## src/rtl/hazard_stall_unit_if.sv

```systemverilog
// Hazard-control bundle between the pipeline datapath (master) and the stall/flush unit (slave).
// Carries the hazard-detection inputs, the pipeline-register controls and the performance counters.
interface hazard_stall_unit_if #(
  parameter int CNT_W = 32
);
  logic [4:0]       rs1_if_id;
  logic [4:0]       rs2_if_id;
  logic             rs1_used;
  logic             rs2_used;
  logic [4:0]       rd_id_ex;
  logic             mem_read_id_ex;
  logic             branch_taken_ex;
  logic             dmem_req;
  logic             dmem_ready;
  logic             stall_clr;
  logic             pc_write;
  logic             if_id_write;
  logic             if_id_flush;
  logic             id_ex_flush;
  logic             ex_mem_write;
  logic             mem_wb_bubble;
  logic [CNT_W-1:0] stall_cycles;
  logic [CNT_W-1:0] flush_events;
  logic             mem_timeout;

  modport master (
    output rs1_if_id, rs2_if_id, rs1_used, rs2_used, rd_id_ex, mem_read_id_ex,
           branch_taken_ex, dmem_req, dmem_ready, stall_clr,
    input  pc_write, if_id_write, if_id_flush, id_ex_flush, ex_mem_write, mem_wb_bubble,
           stall_cycles, flush_events, mem_timeout
  );

  modport slave (
    input  rs1_if_id, rs2_if_id, rs1_used, rs2_used, rd_id_ex, mem_read_id_ex,
           branch_taken_ex, dmem_req, dmem_ready, stall_clr,
    output pc_write, if_id_write, if_id_flush, id_ex_flush, ex_mem_write, mem_wb_bubble,
           stall_cycles, flush_events, mem_timeout
  );
endinterface

```

## src/rtl/hazard_stall_unit.sv

```systemverilog
// Stall/flush controller for the 5-stage pipeline: load-use bubbles, data-memory freezes,
// branch squashes, plus saturating stall/flush counters and a sticky memory-timeout flag.
module hazard_stall_unit #(
  parameter int FLUSH_EXTRA = 1,
  parameter int MEM_TIMEOUT = 255,
  parameter int CNT_W       = 32
) (
  input logic              clk,
  input logic              rst_n,
  hazard_stall_unit_if.slave hz
);

  localparam int WCNT_W = (MEM_TIMEOUT < 2) ? 1 : $clog2(MEM_TIMEOUT + 1);
  localparam logic [WCNT_W-1:0] WCNT_MAX = WCNT_W'(MEM_TIMEOUT);

  typedef enum logic {RUN, FLUSH} state_e;

  state_e            state_q, state_d;
  logic [3:0]        fcnt_q, fcnt_d;
  logic [WCNT_W-1:0] wcnt_q, wcnt_d;
  logic [CNT_W-1:0]  stall_q, stall_d;
  logic [CNT_W-1:0]  flush_q, flush_d;
  logic              timeout_q, timeout_d;
  logic              mstall, luse, stall_inc, flush_inc;

  assign mstall = hz.dmem_req & ~hz.dmem_ready;
  assign luse   = hz.mem_read_id_ex & (hz.rd_id_ex != 5'd0) &
                  ((hz.rs1_used & (hz.rd_id_ex == hz.rs1_if_id)) |
                   (hz.rs2_used & (hz.rd_id_ex == hz.rs2_if_id)));

  // Freeze beats redirect beats squash beats load-use; reset forces every enable low.
  always_comb begin
    hz.pc_write      = 1'b1;
    hz.if_id_write   = 1'b1;
    hz.ex_mem_write  = 1'b1;
    hz.if_id_flush   = 1'b0;
    hz.id_ex_flush   = 1'b0;
    hz.mem_wb_bubble = 1'b0;
    state_d          = state_q;
    fcnt_d           = fcnt_q;
    stall_inc        = 1'b0;
    flush_inc        = 1'b0;
    if (!rst_n) begin
      hz.pc_write     = 1'b0;
      hz.if_id_write  = 1'b0;
      hz.ex_mem_write = 1'b0;
    end else if (mstall) begin
      hz.pc_write      = 1'b0;
      hz.if_id_write   = 1'b0;
      hz.ex_mem_write  = 1'b0;
      hz.mem_wb_bubble = 1'b1;
      stall_inc        = 1'b1;
    end else if (state_q == RUN && hz.branch_taken_ex) begin
      hz.if_id_flush = 1'b1;
      hz.id_ex_flush = 1'b1;
      flush_inc      = 1'b1;
      if (FLUSH_EXTRA > 0) begin
        fcnt_d  = 4'(FLUSH_EXTRA);
        state_d = FLUSH;
      end
    end else if (state_q == FLUSH) begin
      hz.if_id_flush = 1'b1;
      fcnt_d         = fcnt_q - 4'd1;
      if (fcnt_q == 4'd1) state_d = RUN;
    end else if (luse) begin
      hz.pc_write    = 1'b0;
      hz.if_id_write = 1'b0;
      hz.id_ex_flush = 1'b1;
      stall_inc      = 1'b1;
    end
  end

  // The wait counter saturates so a long stall keeps re-asserting the sticky flag after a clear.
  always_comb begin
    wcnt_d = '0;
    if (mstall) wcnt_d = (wcnt_q == WCNT_MAX) ? wcnt_q : wcnt_q + WCNT_W'(1);
    timeout_d = timeout_q | (mstall & (wcnt_d == WCNT_MAX));
    stall_d   = (stall_inc && stall_q != '1) ? stall_q + CNT_W'(1) : stall_q;
    flush_d   = (flush_inc && flush_q != '1) ? flush_q + CNT_W'(1) : flush_q;
    if (hz.stall_clr) begin
      timeout_d = 1'b0;
      stall_d   = '0;
      flush_d   = '0;
    end
  end

  always_ff @(posedge clk or negedge rst_n) begin
    if (!rst_n) begin
      state_q   <= RUN;
      fcnt_q    <= '0;
      wcnt_q    <= '0;
      stall_q   <= '0;
      flush_q   <= '0;
      timeout_q <= 1'b0;
    end else begin
      state_q   <= state_d;
      fcnt_q    <= fcnt_d;
      wcnt_q    <= wcnt_d;
      stall_q   <= stall_d;
      flush_q   <= flush_d;
      timeout_q <= timeout_d;
    end
  end

  assign hz.stall_cycles = stall_q;
  assign hz.flush_events = flush_q;
  assign hz.mem_timeout  = timeout_q;

endmodule

```

## src/flat_wrapper.sv

```systemverilog
// flat-port wrapper written by rule: the top's interface ports become plain ports
module hazard_stall_unit_flat 
#(
  parameter int FLUSH_EXTRA = 1,
  parameter int MEM_TIMEOUT = 255,
  parameter int CNT_W       = 32
)
  (clk, rst_n, hz_rs1_if_id, hz_rs2_if_id, hz_rs1_used, hz_rs2_used, hz_rd_id_ex, hz_mem_read_id_ex, hz_branch_taken_ex, hz_dmem_req, hz_dmem_ready, hz_stall_clr, hz_pc_write, hz_if_id_write, hz_if_id_flush, hz_id_ex_flush, hz_ex_mem_write, hz_mem_wb_bubble, hz_stall_cycles, hz_flush_events, hz_mem_timeout);
  hazard_stall_unit_if #(.CNT_W(CNT_W)) hz_i ();
  input logic clk;
  input logic rst_n;
  input wire logic [$bits(hz_i.rs1_if_id)-1:0] hz_rs1_if_id;
  input wire logic [$bits(hz_i.rs2_if_id)-1:0] hz_rs2_if_id;
  input wire logic [$bits(hz_i.rs1_used)-1:0] hz_rs1_used;
  input wire logic [$bits(hz_i.rs2_used)-1:0] hz_rs2_used;
  input wire logic [$bits(hz_i.rd_id_ex)-1:0] hz_rd_id_ex;
  input wire logic [$bits(hz_i.mem_read_id_ex)-1:0] hz_mem_read_id_ex;
  input wire logic [$bits(hz_i.branch_taken_ex)-1:0] hz_branch_taken_ex;
  input wire logic [$bits(hz_i.dmem_req)-1:0] hz_dmem_req;
  input wire logic [$bits(hz_i.dmem_ready)-1:0] hz_dmem_ready;
  input wire logic [$bits(hz_i.stall_clr)-1:0] hz_stall_clr;
  output wire logic [$bits(hz_i.pc_write)-1:0] hz_pc_write;
  output wire logic [$bits(hz_i.if_id_write)-1:0] hz_if_id_write;
  output wire logic [$bits(hz_i.if_id_flush)-1:0] hz_if_id_flush;
  output wire logic [$bits(hz_i.id_ex_flush)-1:0] hz_id_ex_flush;
  output wire logic [$bits(hz_i.ex_mem_write)-1:0] hz_ex_mem_write;
  output wire logic [$bits(hz_i.mem_wb_bubble)-1:0] hz_mem_wb_bubble;
  output wire logic [$bits(hz_i.stall_cycles)-1:0] hz_stall_cycles;
  output wire logic [$bits(hz_i.flush_events)-1:0] hz_flush_events;
  output wire logic [$bits(hz_i.mem_timeout)-1:0] hz_mem_timeout;
  assign hz_i.rs1_if_id = hz_rs1_if_id;
  assign hz_i.rs2_if_id = hz_rs2_if_id;
  assign hz_i.rs1_used = hz_rs1_used;
  assign hz_i.rs2_used = hz_rs2_used;
  assign hz_i.rd_id_ex = hz_rd_id_ex;
  assign hz_i.mem_read_id_ex = hz_mem_read_id_ex;
  assign hz_i.branch_taken_ex = hz_branch_taken_ex;
  assign hz_i.dmem_req = hz_dmem_req;
  assign hz_i.dmem_ready = hz_dmem_ready;
  assign hz_i.stall_clr = hz_stall_clr;
  assign hz_pc_write = hz_i.pc_write;
  assign hz_if_id_write = hz_i.if_id_write;
  assign hz_if_id_flush = hz_i.if_id_flush;
  assign hz_id_ex_flush = hz_i.id_ex_flush;
  assign hz_ex_mem_write = hz_i.ex_mem_write;
  assign hz_mem_wb_bubble = hz_i.mem_wb_bubble;
  assign hz_stall_cycles = hz_i.stall_cycles;
  assign hz_flush_events = hz_i.flush_events;
  assign hz_mem_timeout = hz_i.mem_timeout;
  hazard_stall_unit #(.FLUSH_EXTRA(FLUSH_EXTRA), .MEM_TIMEOUT(MEM_TIMEOUT), .CNT_W(CNT_W)) u_core (.clk(clk), .rst_n(rst_n), .hz(hz_i));
endmodule
```

## config.mk

```make
export PLATFORM = sky130hd
export DESIGN_NAME = hazard_stall_unit_flat
export DESIGN_NICKNAME = d
export VERILOG_FILES = /design/src/rtl/hazard_stall_unit_if.sv /design/src/rtl/hazard_stall_unit.sv /design/src/flat_wrapper.sv
export SDC_FILE = /design/constraint.sdc
export NUM_CORES = 1
export LEC_CHECK = 0
export CAP_MARGIN = 20
export CORE_ASPECT_RATIO = 1.4
export CORE_MARGIN = 5
export CORE_UTILIZATION = 25
export CTS_CLUSTER_SIZE = 40
export DETAILED_ROUTE_END_ITERATION = 12
export SLEW_MARGIN = 10
export SYNTH_ARGS = -nofsm -noshare
export SYNTH_HDL_FRONTEND = slang
export SYNTH_SLANG_ARGS = --single-unit
```

## constraint.sdc

```tcl
create_clock -name clk -period 2.1 [get_ports clk]
set_input_delay 0.315 -clock clk [delete_from_list [all_inputs] [get_ports clk]]
set_output_delay 0.315 -clock clk [all_outputs]
set_load 0.05 [all_outputs]
```

# Yosys cells after proc, flatten, opt, wreduce, memory -nomap -nowiden
# Cells that the tools add are included.
# classes
n_mux	36
reduce_logical	9
n_addsub	4
n_eq_ne	7
bitwise	11
# op_table
operator	n
two-way mux 32 bit	4
adder 32 x 1 -> 32 bit, second input constant	2
!= test 32 bit, second input constant	2
two-way mux 1 bit	28
equality test 8 bit, second input constant	2
two-way mux 8 bit	2
equality test 5 bit	2
adder 8 x 1 -> 8 bit, second input constant	1
two-way mux 4 bit	2
bitwise AND 1 bit	6
nonzero test 2 bit	3
nonzero test 5 bit	1
equality test 4 x 1 -> 1 bit, second input constant	1
subtractor 4 x 1 -> 4 bit, second input constant	1
logical AND 1 bit	3
NOT 1 bit	3
AND reduction 3 bit	1
bitwise OR 1 bit	2
AND reduction 2 bit	1
# totals
output_inout_bits	71
regBits	78
wordCells	73

# Depth between registers and ports, before layout
# Gate-level depths: netlist (run 1).
# depth
ltp_word	12
ltp_mapped	9

# Worst setup path after synthesis (run 1)
# OpenSTA, ideal clock, no wires.
# synth_timing
kind	in2out
start	input port hz_rd_id_ex[0]
end	output port hz_pc_write
arrival_time_ns	2.273
stages	4
n_path_buf	1
required_time_ns	1.785
path_slack_ns	-0.488
cell_sequence	or4_1 -> o21a_1 -> a31oi_1 -> buf_4
# synth_via
elab_chain_cells	9
# synth_rtl
item	line_no	source
start, declared	flat_wrapper.sv:16	input wire logic [$bits(hz_i.rd_id_ex)-1:0] hz_rd_id_ex;
equality test 5 bit, on equally long branches	hazard_stall_unit.sv:28, hazard_stall_unit.sv:29	
bitwise AND 1 bit, on equally long branches	hazard_stall_unit.sv:28, hazard_stall_unit.sv:29	
bitwise OR 1 bit	hazard_stall_unit.sv:28	((hz.rs1_used & (hz.rd_id_ex == hz.rs1_if_id)) |
bitwise AND 1 bit *	hazard_stall_unit.sv:27	assign luse = hz.mem_read_id_ex & (hz.rd_id_ex != 5'd0) &
two-way mux 1 bit * (5 in series)	n/a	
end, declared	flat_wrapper.sv:22	output wire logic [$bits(hz_i.pc_write)-1:0] hz_pc_write;
# Mark *: on every way between the ends. The rest lies on a longest branch, timed or not.

# Worst setup path after layout (run 1)
# layout_timing
start	register u_core.stall_q[9], in the netlist u_core.hz.stall_cycles[9]
end	register u_core.stall_q[21], in the netlist u_core.hz.stall_cycles[21]
# layout_via
elab_chain_cells	3
# layout_rtl
item	line_no	source
start, declared	hazard_stall_unit.sv:21	logic [CNT_W-1:0] stall_q, stall_d;
start signal, assigned	hazard_stall_unit.sv:99	stall_q <= stall_d;
adder 32 x 1 -> 32 bit or != test 32 bit (tied branches)	hazard_stall_unit.sv:78	stall_d = (stall_inc && stall_q != '1) ? stall_q + CNT_W'(1) : stall_q;
two-way mux 32 bit or logical AND 1 bit (tied branches)	hazard_stall_unit.sv:78	
two-way mux 32 bit or nonzero test 2 bit (tied branches)	n/a	
# Several ways; a longest one is shown, not always the timed one. The select of a mux whose other input is x is not followed.
# A chain may end at the register's enable or synchronous reset.

==> results.tsv, run 1 <==
metric	value	unit
status	finished with violations	
violations	negative setup slack	
final_util	0.390	
ys_seq_area_frac	0.440	
hold_viol	0	
post-route-period-util	1.03	
nFillCells	1784	
antenna_cells	0	
syn_area_per_cell	9.17	um2
grt_max_degree	47	
gp_congestion	0.776	
end_kind	flip-flop	
fmax	460	MHz
crit_type	flip-flop to flip-flop	
synth_common_cells	dfrtp_1, nor2_1, nand2_1	
drive_gt1_frac	0.299	
async_reset_ff_frac	1.00	
maxCapViolCount	0	
clk_latency	0.33	ns
synth_area	4440	um2
slew_headroom	0.507	
cp_top_family	simple AND/OR/NAND/NOR gates	
yosysMostFrequentCell	dfrtp_1	
p_sw	947	uW
cts_buffer_depth	2	
vias	4334	
fin_crit	2.17	ns
start_kind	flip-flop	
path_cells	and4_4, nand3_4, or4_4, o211ai_4, buf_4, clkbuf_16, or3_1, a21oi_1	
finalClockSkew	0.00808	ns
htreeDepth	3	
rsz0062_at_grt	true	
detail_route.first_pass.iterations	6	
synth-main-ff-cell	dfrtp_1	
start_util	0.255	
rrSetupSlack	-0.07	ns
seq_power_share	0.427	
coreArea	17400	um2
ys_types	53	
crit_buf_inv	2	
yosys_register_bits	78	
pre_cts_ws	-0.511	ns
final_area	6790	um2
cts_buffers	9	
fin_cells	889	
postSynthCellCount	484	
drtIter0Drc	160	
placed_area	6320	um2
wire_per_inst	15.1	um
finalPower	3.78	mW
register_area	2010	um2
clock-sinks	78	
crit_slowest_cell	or4_4	
synth_top_area_cell	dfrtp_1	
critPathArrivalTime	2.34	ns
grt.overflow.total	0	
drtAntennaViolNets	0	
viasPerCell	4.88	
synth_enable_flop_cells	0	
routed_wl	13.4	mm
peakVddDrop	0.000264	V
hold_class	primary input to async pin	
die_x	123	um
drc	0	
multiInputGateArea	2450	um2
p_per_area	556	nW/um2
crit_path_max_fanout	11	
comb_power_share	0.142	
p_leak	2.67	nW
clk_pin_slew	0.06	ns
cts_tree	done	
grt_pass1_wl	22.5	mm
place_hpwl	9.77	mm
synth.top_cells.by_area	dfrtp_1, xnor2_1, nor2_1, nand2_1, a21oi_1	
num_rows	57	
cp.required	2.27	ns
setup_viol	24	
finalSetupTns	-0.959	ns
antenna_found_initial	0	
p_clk_frac	0.431	
switching_share	0.251	
place_inst	863	
synth_nets	513	
area_growth	53.1	%
die_area	20600	um2
pin_count	95	
slowest_delay	0.55	ns
maxSlewViolCount	0	
synth_top_area_share	0.440	
yosys_warnings	0	
grtUsageTotal	0.133	
numPortBuffers	94	
tightest_slew	0.740	ns
worst_slack	-0.0719	ns
nets	678	
grt_pass1_vias	4430	
holdWs	0.103	ns
p_int	2.83	mW
root_buffer	clkbuf_16	
chipHeight	168	um
-- path summary, 6_finish.rpt --
| check | depth (start not counted) | endpoint | from |
|---|---|---|---|
| min in group clk | 2 | u_core.hz.mem_timeout | u_core.hz.mem_timeout |
| max | 8 | u_core.hz.stall_cycles[21] | u_core.hz.stall_cycles[9] |
| max reg2reg | 8 | u_core.hz.stall_cycles[21] | u_core.hz.stall_cycles[9] |
| min | 2 | u_core.hz.stall_cycles[30] | rst_n |
| min reg2reg | 2 | u_core.hz.mem_timeout | u_core.hz.mem_timeout |
| max in group asynchronous | 2 | u_core.hz.flush_events[21] | rst_n |
-- power by group through the flow --
stage | registers, mW | clock network (mW) | logic [mW]
after floorplan | 1.64 | 0 | 0.257
final | 1.61 | 1.63 | 0.535
after global placement | 1.63 | 0 | 0.507
after CTS | 1.61 | 1.68 | 0.530
after global routing | 1.62 | 1.75 | 0.585
after detailed placement | 1.64 | 0 | 0.524
-- layout make-up --
cell class	instances	share of cell area
clock buffers	10	0.0337
clock inverters	5	0.0110
inverters	10	0.00552
multi-input cells	374	0.360
flip-flops and latches	78	0.296
well taps	236	0.0435
repair buffers	176	0.250
-- registers in the layout (all words and copies together), names as in the netlist --
signal,count
u_core.wcnt_q,8
u_core.hz.flush_events,32
u_core.hz.mem_timeout,1
u_core.fcnt_q,4
u_core.hz.stall_cycles,32
u_core.state_q,1
-- layout by cell type, fill, tap and decap left out, types with 19 or more instances in the layout --
| master | n |
|---|---|
| a21oi_1 | 31 |
| buf_4 | 71 |
| clkdlybuf4s50_1 | 72 |
| dfrtp_1 | 32 |
| dfrtp_2 | 46 |
| nand2_1 | 42 |
| nand3_1 | 24 |
| nand4_1 | 19 |
| nor2_1 | 44 |
| or3_1 | 20 |
| xnor2_1 | 28 |
-- layer usage --
layer,part of all wire,up-vias,GRT usage
li1,-,2078,-
met1,0.42,2145,0.163
met2,0.53,97,0.235
met3,0.037,14,0.0226
met4,0.013,0,0.0439
met5,0,-,0
-- kinds of logic after synthesis --
kind of cell / count (synthesis) / share of synthesized area
simple gates: 236 / 0.289
mux: 7 / 0.0195
buf+inv: 32 / 0.0392
flops: 78 / 0.440
compound gates: 84 / 0.116
fa+ha+maj: 5 / 0.0141
xor+xnor: 42 / 0.0829
-- timing repair --
| item | CTS | global route |
|---|---|---|
| gates resized for setup | 32 | 17 |
| hold buffers | 0 | 0 |
| gates cloned | 0 | 2 |
| setup endpoints to repair | 35 | 54 |
| setup buffers | 3 | 6 |
| pin swaps | 10 | 18 |
Power figures use the tool's default switching activity.
==> inputs of run 2 (changes only) <==
- CAP_MARGIN: 20 -> unset
- CORE_MARGIN: 5 -> 2
- CORE_UTILIZATION: 25 -> 30
==> run 2 against run 1 <==
Compared with the run above: the flow still finishes with violations (negative setup slack); count of clock-buffer cells in the layout unchanged; die area decreased by 23%; largest power group unchanged; utilization is 7.2 points higher; hold slack lost 0.053 ns; final area down 1.6%; largest cell class unchanged; register-to-register slack gained 0.02 ns; final cell count fell by 5.8%; combinational power shrank 4%.
==> results.tsv, run 2 (synthesis results as in run 1) <==
metric	value	unit	change
status	finished with violations		
violations	negative setup slack		
worst_slack	-0.0525	ns	+0.0194 ns
cts_buffer_depth	2		unchanged
drtAntennaViolNets	0		unchanged
grt.overflow.total	0		unchanged
maxCapViolCount	0		unchanged
grt_pass1_wl	20.6	mm	-8.5%
reg2reg_to	u_core.hz.stall_cycles[18]		
root_buffer	clkbuf_16		
vias	4278		-1.3%
maxSlewViolCount	0		unchanged
finalSetupTns	-0.177	ns	+0.782 ns
crit_type	flip-flop to flip-flop		
critPathArrivalTime	2.37	ns	+0.03 ns
hold_class	primary input to async pin		
pin_count	95		unchanged
drc	0		unchanged
rr_worst_depth	7		-1
finalClockSkew	0.00879	ns	+0.000716 ns
clk_latency	0.34	ns	about the same
htreeDepth	3		unchanged
final_cell_mix	buf_4, clkdlybuf4s50_1, dfrtp_2		
antenna_cells	0		unchanged
wire_per_inst	15.0	um	-0.42%
die_area	15800	um2	-23%
r2r_start	u_core.hz.stall_cycles[11]		
area_growth	50.6	%	
nFillCells	1410		-21%
die_x	107	um	-13%
viasPerCell	5.11		+4.8%
detail_route.first_pass.iterations	4		-2
crit_path_max_fanout	6		-5
p_per_area	590	nW/um2	+6.2%
drive_gt1_frac	0.306		+0.00693
fmax	465	MHz	+0.90%
rrSetupSlack	-0.05	ns	+0.02 ns
final_util	0.463		+0.0723
endpoint	u_core.hz.stall_cycles[18]		
setup_viol	5		-79%
peakVddDrop	0.000347	V	+32%
hold_viol	0		unchanged
end_kind	flip-flop		
cts_tree	done		
post-route-period-util	1.02		-0.00925
holdBufCountCts	0		unchanged
slew_headroom	0.489		-0.0175
grtUsageTotal	0.160		+0.0273
place_hpwl	9.02	mm	-7.7%
pre_cts_ws	-0.571	ns	-0.0604 ns
drtIter0Drc	162		+1.3%
grt_max_degree	52		+11%
grt_pass1_vias	4391		-0.88%
routed_wl	12.6	mm	-6.2%
nets	672		-0.88%
gp_congestion	0.816		+5.1%
chipHeight	148	um	-12%
start_kind	flip-flop		
clock-sinks	78		unchanged
clk_pin_slew	0.06	ns	about the same
p_leak	2.65	nW	-0.54%
antenna_found_initial	0		unchanged
slowest_delay	0.50	ns	-0.05 ns
rsz0062_at_grt	true		
numPortBuffers	94		unchanged
layout_commonest_cell	buf_4		
tightest_slew	0.766	ns	+0.0263 ns
crit_slowest_cell	or4_4		
path_cells	and4_4, nand3_4, or4_4, o211ai_4, buf_6, nor3_4, mux2_4		
start_util	0.307		+0.0522
multiInputGateArea	2500	um2	+2.0%
register_area	2010	um2	about the same
cp.required	2.32	ns	+0.05 ns
num_rows	52		-8.8%
cts_buffers	9		unchanged
coreArea	14400	um2	-17%
worstSetupStartpoint	u_core.hz.stall_cycles[11]		
fin_crit	2.15	ns	-0.0194 ns
run 2: area by class of cell:
class                           count  area share
Inverter                           10     0.00562
Clock inverter                      6      0.0163
Tap cell                          189      0.0354
Sequential cell                    78       0.300
Clock buffer                       10      0.0358
Multi-Input combinational cell    374       0.373
Timing Repair Buffer              170       0.233
run 2: layer usage:
| metal | vias up | GRT usage | share of wire |
|---|---|---|---|
| met1 | 2082 | 0.193 | 0.44 |
| met4 | 0 | 0.0539 | 0.013 |
| li1 | 2073 | - | - |
| met2 | 107 | 0.281 | 0.49 |
| met5 | - | 0 | 0 |
| met3 | 16 | 0.0353 | 0.049 |
run 2: power breakdown:
part / switching (mW) / internal (mW)
clock: 0.627 / 1.19
sequential: 0.0553 / 1.55
combinational: 0.290 / 0.226
run 2: worst min path at each step:
stage           from               end  cells past startpoint
6_report       rst_n  u_core.wcnt_q[4]                      2
5_1_grt        rst_n  u_core.wcnt_q[4]                      2
4_1_cts        rst_n  u_core.wcnt_q[2]                      2
3_5_place_dp   rst_n  u_core.wcnt_q[2]                      2
3_3_place_gp   rst_n  u_core.wcnt_q[4]                      2
2_1_floorplan  rst_n  u_core.fcnt_q[0]                      0
run 2: critical path, delay by kind of cell (launching register included):
family,cells,cell delay (ns)
mux,1,0.29
buf+inv,1,0.19
flops,1,0.37
compound gates,1,0.31
simple gates,4,0.86
run 2: timing repair:
| item | 4_1_cts | 5_1_grt |
|---|---|---|
| endpoints found under the hold margin | 0 | 0 |
| pin swaps | 18 | 11 |
| buffers inserted | 4 | 1 |
| resized for setup | 31 | 21 |
| setup endpoints to repair | 31 | 51 |
run 2: stage by stage:
stage / area (um2) / cells / hold WS, ns / total power, mW
after floorplan: 4570 / 484 / 0.0194 / 1.90
after global placement: 6220 / 818 / 0.399 / 2.12
after detailed placement: 6220 / 818 / 0.415 / 2.14
after CTS: 6600 / 836 / 0.0578 / 3.97
after global routing: 6680 / 837 / 0.0938 / 4.09
final: 6680 / 837 / 0.0495 / 3.94
==> inputs of run 3 (changes only) <==
- ABC_CLOCK_PERIOD_IN_PS: unset -> 2100
==> results of run 3 <==
Final layout, timing and power as in run 2 (identical DEF).
